`src/rtl/counter_seq_pkg.sv`:
```
// counter_sequencer shared types and constants.
// State encoding doubles as the phase output.
package counter_seq_pkg;

  localparam int WIDTH_DEF = 8;
  localparam int REP_W_DEF = 4;

  localparam logic [1:0] PHASE_IDLE  = 2'b00;
  localparam logic [1:0] PHASE_RUN   = 2'b01;
  localparam logic [1:0] PHASE_PAUSE = 2'b10;
  localparam logic [1:0] PHASE_DONE  = 2'b11;

  typedef enum logic [1:0] {
    ST_IDLE  = PHASE_IDLE,
    ST_RUN   = PHASE_RUN,
    ST_PAUSE = PHASE_PAUSE,
    ST_DONE  = PHASE_DONE
  } state_e;

endpackage

```
`src/rtl/counter_sequencer_core.sv`:
```
// Enable-gated up-counter, synchronous clear.
// Clear wins over enable; wraps modulo 2^WIDTH.
module counter_core
  import counter_seq_pkg::*;
#(
  parameter int WIDTH = WIDTH_DEF
) (
  input  logic             clk,
  input  logic             rst_n,
  input  logic             en,
  input  logic             clr,
  output logic [WIDTH-1:0] count
);

  logic [WIDTH-1:0] count_q;

  // counter register
  always_ff @(posedge clk or negedge rst_n) begin
    if (!rst_n) begin
      count_q <= '0;
    end else if (clr) begin
      count_q <= '0;
    end else if (en) begin
      count_q <= count_q + WIDTH'(1);
    end
  end

  assign count = count_q;

endmodule

```
`src/rtl/counter_sequencer.sv`:
```
// Run/pause sequencer driving one counter_core.
// Outputs decode from registered state only.
module counter_sequencer
  import counter_seq_pkg::*;
#(
  parameter int WIDTH = WIDTH_DEF,
  parameter int REP_W = REP_W_DEF
) (
  input  logic             clk,
  input  logic             rst_n,
  input  logic             start,
  input  logic             abort,
  input  logic [WIDTH-1:0] run_len,
  input  logic [WIDTH-1:0] pause_len,
  input  logic [REP_W-1:0] repeat_cnt,
  output logic             busy,
  output logic             done,
  output logic [1:0]       phase,
  output logic             cnt_en,
  output logic [WIDTH-1:0] count,
  output logic [REP_W-1:0] rep_left
);

  state_e           state_q;
  logic [WIDTH-1:0] run_q;
  logic [WIDTH-1:0] pause_q;
  logic [WIDTH-1:0] pt_q;
  logic [REP_W-1:0] rep_q;

  logic core_en;
  logic core_clr;
  logic run_last;
  logic pause_last;
  logic rep_zero;

  counter_core #(
    .WIDTH (WIDTH)
  ) u_core (
    .clk   (clk),
    .rst_n (rst_n),
    .en    (core_en),
    .clr   (core_clr),
    .count (count)
  );

  assign run_last   = (count == run_q - WIDTH'(1));
  assign pause_last = (pt_q == pause_q - WIDTH'(1));
  assign rep_zero   = (rep_q == '0);

  // counter control for the coming edge
  always_comb begin
    core_en  = 1'b0;
    core_clr = 1'b0;
    if (!abort) begin
      unique case (state_q)
        ST_IDLE:  core_clr = start;
        ST_RUN: begin
          if (run_last) begin
            core_clr = !rep_zero
                    && (pause_q == '0);
          end else begin
            core_en = 1'b1;
          end
        end
        ST_PAUSE: core_clr = pause_last;
        default: ;
      endcase
    end
  end

  // sequencer FSM, config latch, pause timer
  always_ff @(posedge clk or negedge rst_n) begin
    if (!rst_n) begin
      state_q <= ST_IDLE;
      run_q   <= '0;
      pause_q <= '0;
      pt_q    <= '0;
      rep_q   <= '0;
    end else if (abort) begin
      state_q <= ST_IDLE;
      rep_q   <= '0;
    end else begin
      unique case (state_q)
        ST_IDLE: begin
          if (start) begin
            run_q   <= run_len;
            pause_q <= pause_len;
            rep_q   <= repeat_cnt;
            state_q <= (run_len != '0)
                     ? ST_RUN : ST_DONE;
          end
        end
        ST_RUN: begin
          if (run_last) begin
            if (rep_zero) begin
              state_q <= ST_DONE;
            end else if (pause_q == '0) begin
              rep_q <= rep_q - REP_W'(1);
            end else begin
              state_q <= ST_PAUSE;
              pt_q    <= '0;
            end
          end
        end
        ST_PAUSE: begin
          if (pause_last) begin
            state_q <= ST_RUN;
            rep_q   <= rep_q - REP_W'(1);
          end else begin
            pt_q <= pt_q + WIDTH'(1);
          end
        end
        default: state_q <= ST_IDLE;
      endcase
    end
  end

  assign phase    = state_q;
  assign busy     = (state_q != ST_IDLE);
  assign done     = (state_q == ST_DONE);
  assign cnt_en   = (state_q == ST_RUN);
  assign rep_left = rep_q;

endmodule

```
`config.mk`:
```
export PLATFORM = sky130hd
export DESIGN_NAME = counter_sequencer
export DESIGN_NICKNAME = d
export VERILOG_FILES = /design/src/rtl/counter_seq_pkg.sv /design/src/rtl/counter_sequencer_core.sv /design/src/rtl/counter_sequencer.sv
export SDC_FILE = /design/constraint.sdc
export NUM_CORES = 1
export LEC_CHECK = 0
export CAP_MARGIN = 20
export CORE_MARGIN = 10
export CORE_UTILIZATION = 42
export DETAILED_ROUTE_END_ITERATION = 7
export PLACE_DENSITY = 0.68
export SLEW_MARGIN = 0
export SYNTH_ARGS = -nofsm -noshare
export SYNTH_HDL_FRONTEND = slang
export SYNTH_SLANG_ARGS = --single-unit
export TNS_END_PERCENT = 1
```
`constraint.sdc`:
```
create_clock -name clk -period 2.4 [get_ports clk]
set_clock_uncertainty 0.1 [all_clocks]
set_input_delay 0.24 -clock clk [delete_from_list [all_inputs] [get_ports clk]]
set_output_delay 0.24 -clock clk [all_outputs]
set_load 0.005 [all_outputs]
```
==> results.py <==
metrics = {
    "run_status": {
        "outcome": "finished, violations left",
        "violations": "hold timing, setup timing",
    },
    "cells_and_area": {
        "final_cell_mix": "buf_4, clkdlybuf4s50_1, dfrtp_1",
        "design_area_um2": 3765,
        "layout_commonest_cell": "buf_4",
        "syn_to_final_growth_pct": 47.00,
        "drive_above_1_share_pct": 30.30,
        "diodes": 0,
        "num-fill-cells": 466,
        "fin_nets": 396,
        "multi_input_area_um2": 1708,
        "seqCellArea_um2": 952.2,
    },
    "die": {
        "die_area_um2": 9622,
        "floorplan.rows": 28,
        "start_util_pct": 43.26,
        "core_area_um2": 5921,
        "ioPinCount": 41,
        "fp.dieH_um": 98.09,
        "die_x_um": 98.09,
    },
    "detailed_routing": {
        "avgViaCountPerCell": 5.646,
        "drc": 0,
        "routed_wl_mm": 7.400,
        "wl_per_cell_um": 16.89,
        "first_pass_iters": 4,
        "ant_nets": 0,
        "vias": 2473,
        "first_iter_violations": 92,
    },
    "power_and_ir_drop": {
        "internal_power_w": 0.002634,
        "pwr-share-seq_pct": 24.3,
        "pwr-share-comb_pct": 60.6,
        "ir_drop_v": 0.0006319,
        "clkPwrFrac_pct": 15.1,
        "netSwitchingFraction_pct": 40.41,
        "p_switching_w": 0.001786,
        "p_per_area_nw_per_um2": 1174,
        "p_leak_nw": 1.635,
    },
    "clock_tree": {
        "clock_sinks": 38,
        "insertion_delay_ps": 290,
        "clkTransAtPathRegs_ps": 80,
        "cts_buffers": 5,
        "tritoncts": "done",
        "cts-htree-levels": 2,
        "clockBufferDepth": 2,
        "root_buffer": "clkbuf_8",
    },
    "setup_path": {
        "cp.buffers_inverters": 0,
        "arrival_ps": 2630,
        "crit_type": "reg2reg",
        "crit_chain": "or3_4 -> or3_4 -> a211oi_4 -> o211ai_4 -> and2_4 -> o41a_1 -> a22o_1",
        "critical_path.startpoint": "pause_q[4]",
        "worst_r2r_startpoint": "pause_q[4]",
        "critical_path_required_ps": 2490,
        "end_kind": "flip-flop",
        "cp_max_fo": 4,
        "crit_path_top_delay_cell": "dfrtp_1",
        "critPathTopFamily": "compound AO/OA/AOI/OAI gates",
        "start_kind": "flip-flop",
        "cp_slowest_stage_delay_ps": 390,
        "cp_common_cell": "or3_4",
    },
    "logic_synthesis": {
        "synth_ff_type": "dfrtp_1",
        "syn_inst": 271,
        "ys_seq_elements": 38,
        "synth_nets": 305,
        "yosys_warnings": 0,
        "synth_area_um2": 2561,
        "synth.avg_cell_area_um2": 9.451,
        "ys_seq_area_share_pct": 37.13,
        "synth_edf_count": 0,
        "synth.distinct_cells": 56,
        "ys_async_sr_fraction_pct": 100.0,
    },
    "timing": {
        "period_minus_slack_ps": 2543,
        "drv_slew": 0,
        "finalHoldViolations": 38,
        "timing.final.ws_setup_ps": -142.6,
        "setup_violations": 13,
        "rsz0062_at_grt": "true",
        "tns_ps": -648.7,
        "fin_crit_sh_pct": 105.9,
        "worstMarginPinSlew_ps": 889.0,
        "fmax_ghz": 0.3933,
        "max_slew_margin_pct": 40.73,
        "hold_slack_ps": -37.13,
    },
    "grt": {
        "grt_util_all_layers_pct": 14.63,
        "antenna_found_initial": 0,
        "grt_pass1_vias": 2490,
        "grt_max_degree": 39,
        "gr-total-overflow": 0,
        "grt_pass1_wl_mm": 12.05,
    },
    "place": {
        "dp_hpwl_mm": 5.436,
        "port_buffers": 40,
        "place.gp.congestion": 0.8509,
        "place_area_um2": 3423,
    },
    "run": {
        "maxCapViolCount": 0,
    },
    "worst_hold_path": {
        "hold_path.class": "in2async",
    },
}
[cell families (layout without fill, tap and decap cells)]
family          count (synthesis)  in the layout  share of synthesized area, %
fa+ha+maj                      10             10                         4.885
flops                          38             38                         37.13
compound gates                 60             60                         17.15
buf+inv                        25            117                         3.957
xor+xnor                       24             24                         8.745
simple gates                   97             97                         20.71
mux                            17             17                         7.425
[cells in the mapped netlist, types with 3 or more instances]
cell type | number | area share, %
a21oi_1 | 10 | 2.0
mux2_2 | 16 | 7.0
nor3_1 | 7 | 1.4
xor2_1 | 14 | 4.8
a31oi_1 | 4 | 0.98
xnor2_1 | 9 | 3.1
nand2b_1 | 5 | 1.2
nor2_1 | 21 | 3.1
o21ai_0 | 10 | 2.0
ha_1 | 10 | 4.9
nand4_1 | 10 | 2.4
clkbuf_1 | 8 | 1.2
and3_1 | 7 | 1.7
inv_1 | 15 | 2.2
a21o_1 | 3 | 0.88
nand3_1 | 10 | 2.0
o31ai_1 | 5 | 1.5
a211oi_1 | 3 | 0.88
nand2_1 | 13 | 1.9
a211o_1 | 3 | 1.0
dfrtp_1 | 38 | 37
nor4_1 | 5 | 1.2
[state kept, by name, summed over array words and instances (netlist names)]
| signal | cells |
|---|---|
| run_q | 8 |
| rep_left | 4 |
| u_core.count | 8 |
| phase | 2 |
| pt_q | 8 |
| pause_q | 8 |
[repair_timing]
item                       4_1_cts  5_1_grt
buffers inserted                 1        0
pin swaps                        4       10
setup endpoints to repair       20       22
gates resized for setup          8       31
hold buffers                     0        0
[metal layers]
| metal | share of wire, % | GRT usage [%] | vias up |
|---|---|---|---|
| li1 | - | - | 1184 |
| met1 | 45 | 18.89 | 1222 |
| met2 | 50 | 23.86 | 59 |
| met3 | 3.9 | 2.889 | 8 |
| met4 | 0.96 | 4.586 | 0 |
| met5 | 0 | 0 | - |
[metrics by stage]
step / total power, W / cells / worst slack [ps] / utilization (%)
detailed placement: 0.003410 / 429 / -193.4 / 57.82
global placement: 0.003345 / 429 / -161.8 / 57.82
finish: 0.004421 / 438 / -142.6 / 63.59
global route: 0.004733 / 438 / -228.1 / 63.59
floorplan: 0.002415 / 271 / -119.7 / -
CTS: 0.004175 / 438 / -146.6 / 60.95
[power by group through the flow]
stage	clock, W	combinational [W]	sequential [W]
after global routing	0.000704	0.00292	0.00111
after floorplan	0	0.00132	0.00110
after CTS	0.000687	0.00242	0.00107
final	0.000669	0.00268	0.00107
after global placement	0	0.00228	0.00106
after detailed placement	0	0.00234	0.00107
[worst paths after layout]
kind	endpoint	slack [ps]	cells after the start
max in group asynchronous	run_q[3]	1630	1
hold / removal	pause_q[6]	-40	1
min in group clk	pt_q[7]	420	1
hold reg to reg	pt_q[7]	420	1
setup / recovery	phase[1]	-140	7
setup reg to reg	phase[1]	-140	7
[layout make-up]
cell class / instances / share of cell area, %
clock buffers: 5 / 1.828
clock inverters: 3 / 1.828
inverters: 16 / 1.595
multi-input cells: 208 / 45.36
flip-flops and latches: 38 / 25.29
well taps: 75 / 2.493
repair buffers: 93 / 21.60
Power figures use the tool's default switching activity.
